==> src/rtl/seq_frame_tx.sv <==
// seq_frame_tx: serial frame transmitter.
// Each accepted byte goes out as a 4-bit preamble (MSB first), then the
// payload MSB first, then an optional even-parity bit. All outputs are
// registered; tx_ready is decoded from the state register only.
module seq_frame_tx #(
  parameter logic [3:0] PREAMBLE = 4'b1011,
  parameter bit         PAR_EN   = 1'b1
) (
  input  logic       clk,
  input  logic       reset,
  input  logic [7:0] tx_data,
  input  logic       tx_valid,
  output logic       tx_ready,
  output logic       out,
  output logic       tx_active,
  output logic       tx_done
);

  typedef enum logic [1:0] {
    IDLE = 2'd0,
    PRE  = 2'd1,
    DATA = 2'd2,
    PAR  = 2'd3
  } state_t;

  state_t     state_r;
  logic [2:0] cnt_r;      // index of the bit currently on out within PRE/DATA
  logic [7:0] shreg_r;    // payload; bit 7 is the next payload bit to send
  logic       par_r;      // even parity of the latched payload
  logic       out_r;
  logic       active_r;
  logic       done_r;
  logic       pre_bit_s;  // preamble bit that follows the one now on out

  // Even parity of a payload byte.
  function automatic logic even_parity(input logic [7:0] d);
    return ^d;
  endfunction

  // Select the next preamble bit from the bit currently being driven.
  always_comb begin
    pre_bit_s = 1'b0;
    case (cnt_r)
      3'd0:    pre_bit_s = PREAMBLE[2];
      3'd1:    pre_bit_s = PREAMBLE[1];
      3'd2:    pre_bit_s = PREAMBLE[0];
      default: pre_bit_s = 1'b0;
    endcase
  end

  // Frame sequencer: state, counter, shift register and registered outputs.
  always_ff @(posedge clk or posedge reset) begin
    if (reset) begin
      state_r  <= IDLE;
      cnt_r    <= 3'd0;
      shreg_r  <= 8'h00;
      par_r    <= 1'b0;
      out_r    <= 1'b0;
      active_r <= 1'b0;
      done_r   <= 1'b0;
    end else begin
      case (state_r)
        IDLE: begin
          cnt_r <= 3'd0;
          if (tx_valid) begin
            state_r  <= PRE;
            shreg_r  <= tx_data;
            par_r    <= even_parity(tx_data);
            out_r    <= PREAMBLE[3];
            active_r <= 1'b1;
            done_r   <= 1'b0;
          end else begin
            out_r    <= 1'b0;
            active_r <= 1'b0;
            done_r   <= 1'b0;
          end
        end
        PRE: begin
          done_r <= 1'b0;
          if (cnt_r == 3'd3) begin
            state_r <= DATA;
            cnt_r   <= 3'd0;
            out_r   <= shreg_r[7];
            shreg_r <= {shreg_r[6:0], 1'b0};
          end else begin
            cnt_r <= cnt_r + 3'd1;
            out_r <= pre_bit_s;
          end
        end
        DATA: begin
          if (cnt_r == 3'd7) begin
            cnt_r <= 3'd0;
            if (PAR_EN) begin
              state_r <= PAR;
              out_r   <= par_r;
              done_r  <= 1'b1;
            end else begin
              state_r  <= IDLE;
              out_r    <= 1'b0;
              active_r <= 1'b0;
              done_r   <= 1'b0;
            end
          end else begin
            cnt_r   <= cnt_r + 3'd1;
            out_r   <= shreg_r[7];
            shreg_r <= {shreg_r[6:0], 1'b0};
            // Without parity, D[0] is the last frame bit.
            done_r  <= (PAR_EN == 1'b0) && (cnt_r == 3'd6);
          end
        end
        PAR: begin
          state_r  <= IDLE;
          cnt_r    <= 3'd0;
          out_r    <= 1'b0;
          active_r <= 1'b0;
          done_r   <= 1'b0;
        end
        default: begin
          state_r  <= IDLE;
          cnt_r    <= 3'd0;
          out_r    <= 1'b0;
          active_r <= 1'b0;
          done_r   <= 1'b0;
        end
      endcase
    end
  end

  assign tx_ready  = (state_r == IDLE);
  assign out       = out_r;
  assign tx_active = active_r;
  assign tx_done   = done_r;

endmodule

==> config.mk <==
export PLATFORM = sky130hd
export DESIGN_NAME = seq_frame_tx
export DESIGN_NICKNAME = d
export VERILOG_FILES = /design/src/rtl/seq_frame_tx.sv
export SDC_FILE = /design/constraint.sdc
export NUM_CORES = 1
export LEC_CHECK = 0
export ABC_CLOCK_PERIOD_IN_PS = 2400
export CAP_MARGIN = 0
export CELL_PAD_IN_SITES_DETAIL_PLACEMENT = 0
export CELL_PAD_IN_SITES_GLOBAL_PLACEMENT = 1
export CORE_MARGIN = 2
export CORE_UTILIZATION = 41
export DETAILED_ROUTE_END_ITERATION = 8
export PLACE_DENSITY_LB_ADDON = 0.3
export SKIP_CTS_REPAIR_TIMING = 1
export SLEW_MARGIN = 40
export SYNTH_ARGS = -nofsm -noshare
export SYNTH_HDL_FRONTEND = slang
export SYNTH_SLANG_ARGS = --single-unit
==> constraint.sdc <==
create_clock -name clk -period 2.4 [get_ports clk]
set_clock_uncertainty 0.2 [all_clocks]
set_input_delay 0.36 -clock clk [delete_from_list [all_inputs] [get_ports clk]]
set_output_delay 0.36 -clock clk [all_outputs]
set_load 0.02 [all_outputs]
== Word-level counts from Yosys, hierarchy flattened ==
Index checks and enable logic that the tools add are counted.

* Logic and storage cells: 48
* Register bits after elaboration: 17
* Bits of input ports: 11
* Output and inout bits: 4

* Add/subtract/negate cells: 1
* Equality and inequality tests: 11
* Reduce and logical (&&, ||, !) cells: 10
* Multiplexer cells: 19

{| class="wikitable"
|+ Operator list
! kind !! number
|-
| 8-bit 2-to-1 mux || 3
|-
| 8-bit case mux with 3 select lines || 1
|-
| 3-bit case mux with 3 select lines || 1
|-
| 2-bit inequality test (second input constant) || 4
|-
| 2-bit case mux with 4 select lines || 1
|-
| 8-bit XOR reduction || 1
|-
| 3-bit by 2-bit == test with 1-bit output (second input constant) || 2
|-
| 2-bit 2-to-1 mux || 3
|-
| 3-bit 2-to-1 mux || 2
|-
| 1-bit 2-to-1 mux || 5
|-
| 2-bit == test (second input constant) || 2
|-
| 1-bit case mux with 2 select lines || 2
|-
| 1-bit case mux with 4 select lines || 1
|-
| 4-bit AND reduction || 1
|-
| 2-bit OR reduction || 2
|-
| 3-bit by 1-bit adder with 3-bit output (second input constant) || 1
|-
| 3-bit by 1-bit == test with 1-bit output (second input constant) || 1
|-
| 3-bit == test (second input constant) || 1
|-
| 3-bit AND reduction || 1
|-
| 3-bit nonzero test || 1
|-
| 3-bit OR reduction || 1
|-
| 2-bit by 1-bit == test with 1-bit output (second input constant) || 1
|-
| 2-bit zero test || 1
|-
| 2-bit AND reduction || 1
|-
| 2-bit nonzero test || 1
|}

== Depth between registers and ports, before layout ==
* Depth in word-level cells: 5
* Mapped depth: 7
* Mapped depth without buffers: 6

== Least setup slack after synthesis ==
No wires, ideal clock.

* Path type: register -> register
* Start: register state_r[0]
* End: register state_r[1]
* Setup time: 0.125 ns
* Path slack: 0.576 ns
* Path buffers: 0
* Data required time: 2.075 ns
* Arrival time: 1.499 ns
* Stages on the path, launching flop included: 7
* Clock period less this slack: 1.824 ns
* Path through: dfrtp_1 inv_1 ha_1 inv_1 o21ai_0 a21oi_1 mux2_2

* Word-level cells in the longest chain between the ends: 3
* Elaborated cells on any way between the ends: 9
* Classes of those cells: eq/ne (6); mux (1); reduce/logical (2)

{| class="wikitable"
|+ RTL lines
! item !! line !! source
|-
| start: declaration || 26 || <nowiki>state_t state_r;</nowiki>
|-
| start signal: assignment || 54 || <nowiki>state_r <= IDLE;</nowiki>
|-
| start signal: assignment || 66 || <nowiki>state_r <= PRE;</nowiki>
|-
| start signal: assignment || 81 || <nowiki>state_r <= DATA;</nowiki>
|-
| 2-bit zero test * || n/a ||
|-
| named net tx_ready || 13 || <nowiki>output logic tx_ready,</nowiki>
|-
| 2-bit inequality test (no line) || n/a ||
|-
| 3-bit AND reduction (no line) || n/a ||
|}

The timed path passes the listed nets; every way through them passes the cells marked *.
A chain may end at the register's enable or synchronous reset.

== Worst setup path after layout ==
* Start: register state_r[0]
* End: output tx_ready

* Word-level cells in the longest chain between the ends: 1

{| class="wikitable"
|+ RTL lines
! item !! line !! source
|-
| 2-bit zero test || 129 || <nowiki>assign tx_ready = (state_r == IDLE);</nowiki>
|-
| end: declaration || 13 ||
|}

No other way between the ends.

==> reports/metrics.cfg <==
[drt]
dr.pass1.iters=4
via_count=726
drt-initial-drc-count=11
remaining_drc_errors=0
ant_nets=0
viasPerCell=5.077
wl_mm=1.811
routedWlPerCell_um=12.66

[synthesis]
synth-seq-cells=17
synth_area_leaders=dfrtp_1, ha_1, mux2i_1, xnor2_1, o21ai_0
async_flop_share=1.000
synth_top_area_frac=0.4213
synth_seq_area_share=0.4213
yosys_warnings=0
netlist_area_sq_um=1010
synth_cell_type_count=23
yosys.area.top_type=dfrtp_1
syn-num-nets=123
ys.flop_type=dfrtp_1
synth_cells=99
synth_edf_count=0
avgSynthCellArea_sq_um=10.20

[clock_tree]
cts-root-buf=clkbuf_4
cts_buffer_depth=2
cts_made_buffers=3
cts.sinks=17
clk_latency_ns=0.29
cts_tree=yes
clk_pin_slew_worst_paths_ns=0.11
cts_htree_levels=1

[place]
place_ws_ns=0.4334
dp_cells=139
place_hpwl_mm=1.384
place_congestion=0.7294
io_buffers=14

[final_layout]
nNetsFinal=140
final_cell_mix=dfrtp_1, clkdlybuf4s50_1, ha_1, inv_1, nand2_1
drive_gt1_frac=0.06087
final_common_cell=dfrtp_1
final_core_util=0.5267
final_cell_count_no_fill=143
areaGrowthSynthToFinish_pct=18.71
fillers=219
n_antenna_cell=0

[timing]
period_minus_slack_ns=2.302
tns_ns=0
setup_violations=0
min_period_over_period=0.9592
slew_headroom=0.5511
worstMarginPinSlew_ns=0.6726
fmax_mhz=434.4
rsz0062_at_grt=false
fin_ws_ns=0.09796
finalMaxSlewViolations=0
finalHoldViolCount=0

[setup_path]
critPathBufInv=2
startpoint_type=register
cp.depth=3
crit_chain=inv_1, ha_1, clkdlybuf4s50_1
crit_fanout=5
cpMaxStageDelayCell=clkdlybuf4s50_1
reg2reg_depth=6
crit_required_ns=1.84
worstPathArrival_ns=1.74
crit_path_end_kind=output pin
crit_type=reg -> out
critPathTopFamily=buffers and inverters
slowest_delay_ns=0.62

[global_route]
gr-total-overflow=0
grt_pass1_wl_mm=3.132
antenna_found_initial=0
gr-usage-all-layers=0.1512
grt_pass1_vias=730
grt_max_degree=18

[power]
power.leakage_nw=0.5464
finalPower_mw=1.434
ir_worst_vdd_uv=597.6
power.density_nw_per_um2=1196

[floorplanning]
core.rowCount=17
die-width_um=53.63
start_util=0.4437
die-area_sq_um=2876
core-area_sq_um=2276
die_h_um=53.63
num_io_pins=15

[flow_run]
drv_cap=0

[hold_path]
hold_class=in -> async

[status]
status=finished clean

-- final cells by class --
cell class,instances,area [sq um],share of cell area
clock buffers,4,26.28,0.02192
multi-input cells,69,530.5,0.4426
repair buffers,14,140.1,0.1169
inverters,11,41.29,0.03445
flip-flops and latches,17,425.4,0.3549
well taps,28,35.03,0.02923
-- state kept, by name, summed over array words and instances, names as in the netlist --
signal and cells:
state_r 2, shreg_r 8, tx_done 1, tx_active 1, par_r 1, cnt_r 3, out 1
-- worst register-to-register path, cell delays in order, from the launching register on --
cell	delay [ns]
dfrtp_1	0.40
ha_1	0.21
ha_1	0.20
nand2b_2	0.16
o21ai_0	0.12
a21oi_1	0.22
mux2_2	0.36
-- worst paths after layout --
kind	start	end	slack, ns
max in group asynchronous	reset	cnt_r[0]	1.31
hold reg to reg	shreg_r[6]	shreg_r[6]	0.29
min in group clk	shreg_r[6]	shreg_r[6]	0.29
hold / removal	reset	par_r	0.25
setup / recovery	state_r[0]	tx_ready	0.1
setup reg to reg	cnt_r[0]	state_r[1]	0.43
-- synthesized netlist by cell type, types with 2 or more instances --
| cell | number |
|---|---|
| dfrtp_1 | 17 |
| ha_1 | 13 |
| inv_1 | 11 |
| nand2_1 | 10 |
| o21ai_0 | 9 |
| mux2i_1 | 7 |
| xnor2_1 | 7 |
| a21oi_1 | 5 |
| nor2_1 | 3 |
| mux2_2 | 2 |
| nand2b_1 | 2 |
| o21ai_1 | 2 |
-- report_power, final --
part	switching [mW]	total (mW)	leakage, nW	internal (mW)
combinational	0.428	0.785	0.317	0.358
clock	0.0915	0.156	0.0150	0.0645
sequential	0.0800	0.492	0.214	0.412
total	0.599	1.43	0.546	0.835
-- kinds of logic (layout without fill, tap and decap cells) --
logic type / count (synthesis) / after routing / share of synthesized area
and+or+nand+nor: 19 / 19 / 0.08798
AOI/OAI and AO/OA: 21 / 21 / 0.1239
DFF: 17 / 17 / 0.4213
buffers and inverters: 13 / 29 / 0.05328
adders and majority gates: 13 / 13 / 0.1611
xor gates and xnor gates: 7 / 7 / 0.06072
muxes: 9 / 9 / 0.09170
-- metrics by stage --
step	area [sq um]	hold slack, ns
after floorplan	1010	0.08607
after global placement	1172	0.2609
after detailed placement	1172	0.2695
after CTS	1199	0.2708
after global routing	1199	0.3152
final	1199	0.2536
-- metal layers --
layer / share of wire / GRT usage / up-vias
met1: 0.47 / 0.1747 / 347
met3: 0.036 / 0.05000 / 2
met5: 0 / 0 / -
li1: - / - / 363
met4: 0.0055 / 0.02564 / 0
met2: 0.49 / 0.2737 / 14
Note: power is estimated with default switching activity, not from simulation.
